[src/rtl/spi_oled_tx.sv]
// Byte-FIFO-fed SPI mode-0 transmitter for an OLED panel: MSB first, SCK half-period
// of (div_i+1) clocks latched per byte, back-to-back bytes with no idle gap.
module spi_oled_tx #(
  parameter int unsigned DEPTH = 4
) (
  input  logic                      clk_i,
  input  logic                      rst_i,
  input  logic [7:0]                div_i,
  input  logic [7:0]                data_i,
  input  logic                      valid_i,
  output logic                      ready_o,
  output logic [$clog2(DEPTH):0]    level_o,
  output logic                      busy_o,
  output logic                      spi_oled_sck_o,
  output logic                      spi_oled_sdo_o
);

  localparam int unsigned AW = $clog2(DEPTH);
  localparam int unsigned LW = AW + 1;

  typedef enum logic {IDLE, SHIFT} state_t;

  state_t          state_q, state_d;
  logic [7:0]      mem_q [DEPTH];
  logic [AW-1:0]   wr_ptr_q, wr_ptr_d;
  logic [AW-1:0]   rd_ptr_q, rd_ptr_d;
  logic [LW-1:0]   level_q, level_d;
  logic            ready_q, ready_d;
  logic            busy_q, busy_d;
  logic            sck_q, sck_d;
  logic            sdo_q, sdo_d;
  logic [7:0]      shreg_q, shreg_d;
  logic [7:0]      hm1_q, hm1_d;
  logic [7:0]      cnt_q, cnt_d;
  logic [2:0]      bit_q, bit_d;
  logic            push, pop, half_done, byte_done;

  always_comb begin
    push      = valid_i && ready_q;
    half_done = (cnt_q == hm1_q);
    byte_done = (state_q == SHIFT) && sck_q && half_done && (bit_q == 3'd7);
    pop       = (level_q != '0) && ((state_q == IDLE) || byte_done);

    state_d  = state_q;
    shreg_d  = shreg_q;
    hm1_d    = hm1_q;
    cnt_d    = cnt_q;
    bit_d    = bit_q;
    sck_d    = sck_q;
    wr_ptr_d = wr_ptr_q;
    rd_ptr_d = rd_ptr_q;
    level_d  = level_q;

    if (state_q == SHIFT) begin
      if (half_done) begin
        cnt_d = '0;
        sck_d = ~sck_q;
        // Shift on the falling SCK edge so SDO only moves while SCK is low.
        if (sck_q) begin
          shreg_d = {shreg_q[6:0], 1'b0};
          bit_d   = bit_q + 3'd1;
        end
      end else begin
        cnt_d = cnt_q + 8'd1;
      end
      if (byte_done && !pop) begin
        state_d = IDLE;
        shreg_d = '0;
        sck_d   = 1'b0;
      end
    end

    if (pop) begin
      state_d  = SHIFT;
      shreg_d  = mem_q[rd_ptr_q];
      hm1_d    = div_i;
      cnt_d    = '0;
      bit_d    = '0;
      sck_d    = 1'b0;
      rd_ptr_d = rd_ptr_q + AW'(1);
    end

    if (push) begin
      wr_ptr_d = wr_ptr_q + AW'(1);
    end

    unique case ({push, pop})
      2'b10:   level_d = level_q + LW'(1);
      2'b01:   level_d = level_q - LW'(1);
      default: level_d = level_q;
    endcase

    sdo_d   = (state_d == SHIFT) ? shreg_d[7] : 1'b0;
    ready_d = (level_d < LW'(DEPTH));
    busy_d  = (state_d == SHIFT) || (level_d != '0);
  end

  always_ff @(posedge clk_i) begin
    if (rst_i) begin
      state_q  <= IDLE;
      wr_ptr_q <= '0;
      rd_ptr_q <= '0;
      level_q  <= '0;
      ready_q  <= 1'b1;
      busy_q   <= 1'b0;
      sck_q    <= 1'b0;
      sdo_q    <= 1'b0;
      shreg_q  <= '0;
      hm1_q    <= '0;
      cnt_q    <= '0;
      bit_q    <= '0;
    end else begin
      state_q  <= state_d;
      wr_ptr_q <= wr_ptr_d;
      rd_ptr_q <= rd_ptr_d;
      level_q  <= level_d;
      ready_q  <= ready_d;
      busy_q   <= busy_d;
      sck_q    <= sck_d;
      sdo_q    <= sdo_d;
      shreg_q  <= shreg_d;
      hm1_q    <= hm1_d;
      cnt_q    <= cnt_d;
      bit_q    <= bit_d;
    end
  end

  always_ff @(posedge clk_i) begin
    if (push && !rst_i) begin
      mem_q[wr_ptr_q] <= data_i;
    end
  end

  assign ready_o        = ready_q;
  assign level_o        = level_q;
  assign busy_o         = busy_q;
  assign spi_oled_sck_o = sck_q;
  assign spi_oled_sdo_o = sdo_q;

endmodule

[config.mk]
export PLATFORM = sky130hd
export DESIGN_NAME = spi_oled_tx
export DESIGN_NICKNAME = d
export VERILOG_FILES = /design/src/rtl/spi_oled_tx.sv
export SDC_FILE = /design/constraint.sdc
export NUM_CORES = 1
export LEC_CHECK = 0
export BUFFER_PORTS_ARGS = -buffer_cell sky130_fd_sc_hd__buf_2
export CAP_MARGIN = 20
export CORE_MARGIN = 4
export CORE_UTILIZATION = 59
export DETAILED_ROUTE_END_ITERATION = 8
export PLACE_DENSITY_LB_ADDON = 0.3
export SLEW_MARGIN = 20
export SYNTH_ARGS = -nofsm -noshare
export SYNTH_HDL_FRONTEND = slang
export SYNTH_SLANG_ARGS = --single-unit
export TNS_END_PERCENT = 20
[constraint.sdc]
create_clock -name clk_i -period 4.6 [get_ports clk_i]
set_clock_uncertainty 0.2 [all_clocks]
set_input_delay 0.69 -clock clk_i [delete_from_list [all_inputs] [get_ports clk_i]]
set_output_delay 0.69 -clock clk_i [all_outputs]
set_load 0.01 [all_outputs]
==> impl_summary.md <==
Layout
The synthesis-to-finish area growth is 11.8%. The number of antenna diodes in the final layout is 0. For this run, the post-layout net count is 307. The layout has 384 filler cells. After the flow finishes, the layout carries non-filler instances totaling 354. The library cells used most frequently in the layout, excluding fill and tap cells, are 41 x sky130_fd_sc_hd__dfxtp_1, 32 x sky130_fd_sc_hd__edfxtp_1, 30 x sky130_fd_sc_hd__nor2_1. The library cell used most frequently in the layout, excluding fill and tap cells, is sky130_fd_sc_hd__dfxtp_1. The share of cells above drive strength 1 is 22.5%.

Routing
After the first detailed-routing iteration, the DRC count stood at 80. The count of nets left with antenna violations once routing finished came out at 0. In the final routed layout, each cell accounts on average for 15.2 um.

After detailed routing, the number of remaining DRC violations is 0. Using the TritonRoute via totals, the vias-per-cell ratio works out to 5.53. The first-pass iteration count of the detailed router is 4. The routed design has 5.39 mm of wire. The detailed router placed 1,956 vias in this run.

Pwr
The fraction of power spent switching nets is 36.5%. Per report_power, the sequential group accounts for 40.4% of the total. The cell leakage power is 1.37 nW.

The internal portion of total power is 0.00144 W. The power density over the cells is 644 nW/um^2. The share of power burned in the clock network is 22.8%. The share of total power dissipated in combinational logic is 36.8%.

The worst-case IR drop observed on VDD is 0.351 mV. The switching power is 0.000828 W.

Synthesis
The mean instance size in the synthesized netlist is 12.4 um^2. The area share of fa/ha/maj cells after synthesis is 3.80%. The number of distinct library cells after synthesis is 49. The area share of and/or/nand/nor cells after synthesis is 12.4%. The sequential cell area fraction in the yosys report is 56.4%. The synthesis-stage register bit count is 73. Summing the areas of all xor and xnor instances in the mapped netlist gives 5.27% of the synthesized area. The proportion of synthesized area in mux cells is 9.55%. The post-synthesis cell count is 254. The Yosys step of the flow raised 0 warnings. When the netlist entered floorplanning its net count stood at 282. The compound-gate portion of the synthesized area is 9.39%. By area, the combinational part of the netlist is dominated by simple AND/OR/NAND/NOR gates.

The post-synth design cell area is 3160 um^2.

Floorplan
The core region is 5140 um^2. The die is 81.1 um wide. Row generation in the floorplan step produced 26 rows. 26 I/O pins were placed. The die covers 6580 um^2. The die height is 81.1 um.

For this configuration, the core starts out at a cell density of 61.4%.

Clock network
Clock-pin slew was measured on the worst setup and hold paths at 90 ps. The number of gates given a new drive strength after cts is 0. In this run the number of H-tree levels came out at 3. The later-pin clock latency in the skew report is 350 ps. The TritonCTS clock tree is built. The tree is rooted in a sky130_fd_sc_hd__clkbuf_8. Buffers inserted to repair hold after CTS numbered 0.

In this run the deepest clock path goes through 2 buffers. Clock tree synthesis found a total of 73 sinks. The number of setup buffers added after CTS is 0. In this run, CTS created clock tree buffers numbering 9.

STA
Setup violations remaining at the end of the flow were counted as 0. The worst max-slew margin expressed relative to the limit is 59.3%. The final-layout setup total negative slack is 0 ps.

The worst path in the final design needs a cycle of 3450 ps, including I/O delays and setup. The final max-slew violation count is 0. The final period utilization is 75.0%. Setup repair after global routing left no endpoint under its margin. The maximum frequency from static timing analysis is 290 MHz. The final count of hold timing violations is 0. At the pin with the least slew margin, the transition time is 608 ps.

Critical path
On the critical path, the stage with the largest delay is an instance of sky130_fd_sc_hd__nor2b_1. Along the worst path, the maximum fanout reaches 9. The critical path runs through a total of 12 cells.

The endpoint type of the worst setup path is a flop. The critical path startpoint is bit_q[0]$_SDFFE_PP0P_. The class of the most critical setup path is reg -> reg. The cell repeated most along the worst path is sky130_fd_sc_hd__ha_1.

The startpoint kind of the worst setup timing path is a flop. On the worst path, the slowest cell contributes a delay of 540 ps. Broken down by cell family, the worst path's largest delay share belongs to adder cells. Traced cell by cell, the critical path runs through ha_1, ha_1, nor2b_1, a41oi_2, inv_1, ha_1, inv_1, fa_1, xor2_1, o21ai_0, a21oi_1, or4_1. The number of cells traversed by the worst register-to-register path is 12.

Counting both buffers and inverters, the worst setup path holds a total of 2. The required time at the endpoint of the critical path is 4640 ps. The critical path data arrival time is 3490 ps.

The startpoint of the worst-slack reg-to-reg timing path is bit_q[0]$_SDFFE_PP0P_.

Global routing
The first global-routing pass estimated 8.95 mm of wire. Global routing finished with a remaining overflow of 0. The number of global-route vias before repair is 1,912.

Global routing consumed, over all layers together, 18.6% of the routing resources. Entering global routing, the biggest net connects 30 pins. The initial antenna violation count is 0.

Placed design
Input and output buffers added on the ports amount to 25. The detailed placer's ending HPWL is 3.81 mm. The routability-driven placement congestion ratio is 0.821. The number of cells after detailed placement is 338.

Worst hold path
Counting instances, the worst hold path has a depth of 2. The worst hold path begins at shreg_q[1]$_SDFFE_PP0P_. In this run the worst hold path is classified as reg -> reg.

Run
The number of maximum-capacitance violations is 0.

Outcome
The flow ran to the end, and the final reports show no timing, DRC or antenna violations.
sequential cells by signal, summed over array words and instances, names as in the netlist, named ones only:
name            count
shreg_q             8
hm1_q               8
spi_oled_sck_o      1
busy_o              1
level_o             3
bit_q               3
rd_ptr_q            2
cnt_q               8
ready_o             1
wr_ptr_q            2
mem_q              32
spi_oled_sdo_o      1
state_q             1
power groups by stage:
stage	combinational (W)	clock (W)	sequential, W
global route	0.000924	0.000554	0.000941
global placement	0.000815	0	0.000933
detailed placement	0.000831	0	0.000936
finish	0.000836	0.000518	0.000919
CTS	0.000839	0.000524	0.000922
floorplan	0.000702	0	0.000889
layer usage:
metal  part of all wire, %  vias up  wire length (um)  track usage, %
met1                    45      944              2440            24.0
met4                   2.1        0               115            10.5
met2                    48       39              2610            28.6
met3                   4.1       11               219            4.66
li1                      -      962                 -               -
met5                     0        -                 0               0
synthesized netlist by cell type (all sizes together):
cell type / instances / area share, %
dfxtp: 41 / 26
edfxtp: 32 / 30
nor2: 31 / 4.2
xor2: 15 / 4.2
a21oi: 12 / 1.9
inv: 12 / 1.4
mux2i: 11 / 3.5
ha: 8 / 3.2
mux4: 8 / 5.7
nand2: 8 / 0.95
clkbuf: 7 / 0.91
buf: 5 / 0.79
nand3: 5 / 0.79
and2: 4 / 0.79
nor2b: 4 / 0.79
xnor2: 4 / 1.1
a211oi: 3 / 0.71
a221oi: 3 / 0.83
a2bb2oi: 3 / 0.83
a41oi: 3 / 1.7
nand2b: 3 / 0.59
nor3: 3 / 1.2
o21ai: 3 / 0.48
o21bai: 3 / 0.71
o31a: 3 / 0.83
or3: 3 / 0.63
or4: 3 / 0.95
nand4: 2 / 0.40
nor4: 2 / 0.40
a211o: 1 / 0.32
a21boi: 1 / 0.36
a21o: 1 / 0.28
and3: 1 / 0.24
and4: 1 / 0.28
fa: 1 / 0.63
mux2: 1 / 0.36
o211ai: 1 / 0.24
o21a: 1 / 0.24
or2: 1 / 0.20
layout make-up:
cell class / instances / area [um^2] / area share (%)
flip-flops and latches: 73 / 1780 / 50.5
multi-input cells: 157 / 1280 / 36.2
well taps: 70 / 87.6 / 2.48
clock buffers: 9 / 124 / 3.51
clock inverters: 7 / 82.6 / 2.34
inverters: 12 / 45.0 / 1.28
repair buffers: 26 / 133 / 3.76
cells by family after synthesis:
family	Yosys count
fa+ha+maj	9
mux	20
simple gates	71
flops	73
xor+xnor	19
compound gates	38
buf+inv	24
worst register-to-register path, delay by kind of cell (launching register included):
kind / cells / cell delay, ps
AOI/OAI and AO/OA: 3 / 450
xor gates and xnor gates: 1 / 160
adders and majority gates: 4 / 1070
buffers and inverters: 2 / 150
DFF: 1 / 350
and+or+nand+nor: 2 / 950
worst paths after layout:
| path | endpoint | slack (ps) |
|---|---|---|
| worst min-delay path | shreg_q[1]$_SDFFE_PP0P_ | 270 |
| worst max register to register | busy_o$_SDFF_PP0_ | 1150 |
| worst min register to register | shreg_q[1]$_SDFFE_PP0P_ | 270 |
| worst max-delay path | busy_o$_SDFF_PP0_ | 1150 |
metrics by stage:
step                      area (um^2)  util (%)  hold slack, ps  worst slack (ps)  power (W)
after floorplan                  3160         -             245              1260    0.00159
after global placement           3320      64.7             256              1240    0.00175
after detailed placement         3320      64.7             264              1160    0.00177
after CTS                        3530      68.7             278              1150    0.00229
after global routing             3530      68.7             305              1030    0.00242
final                            3530      68.7             274              1150    0.00227
(Power assumes the default switching activity.)
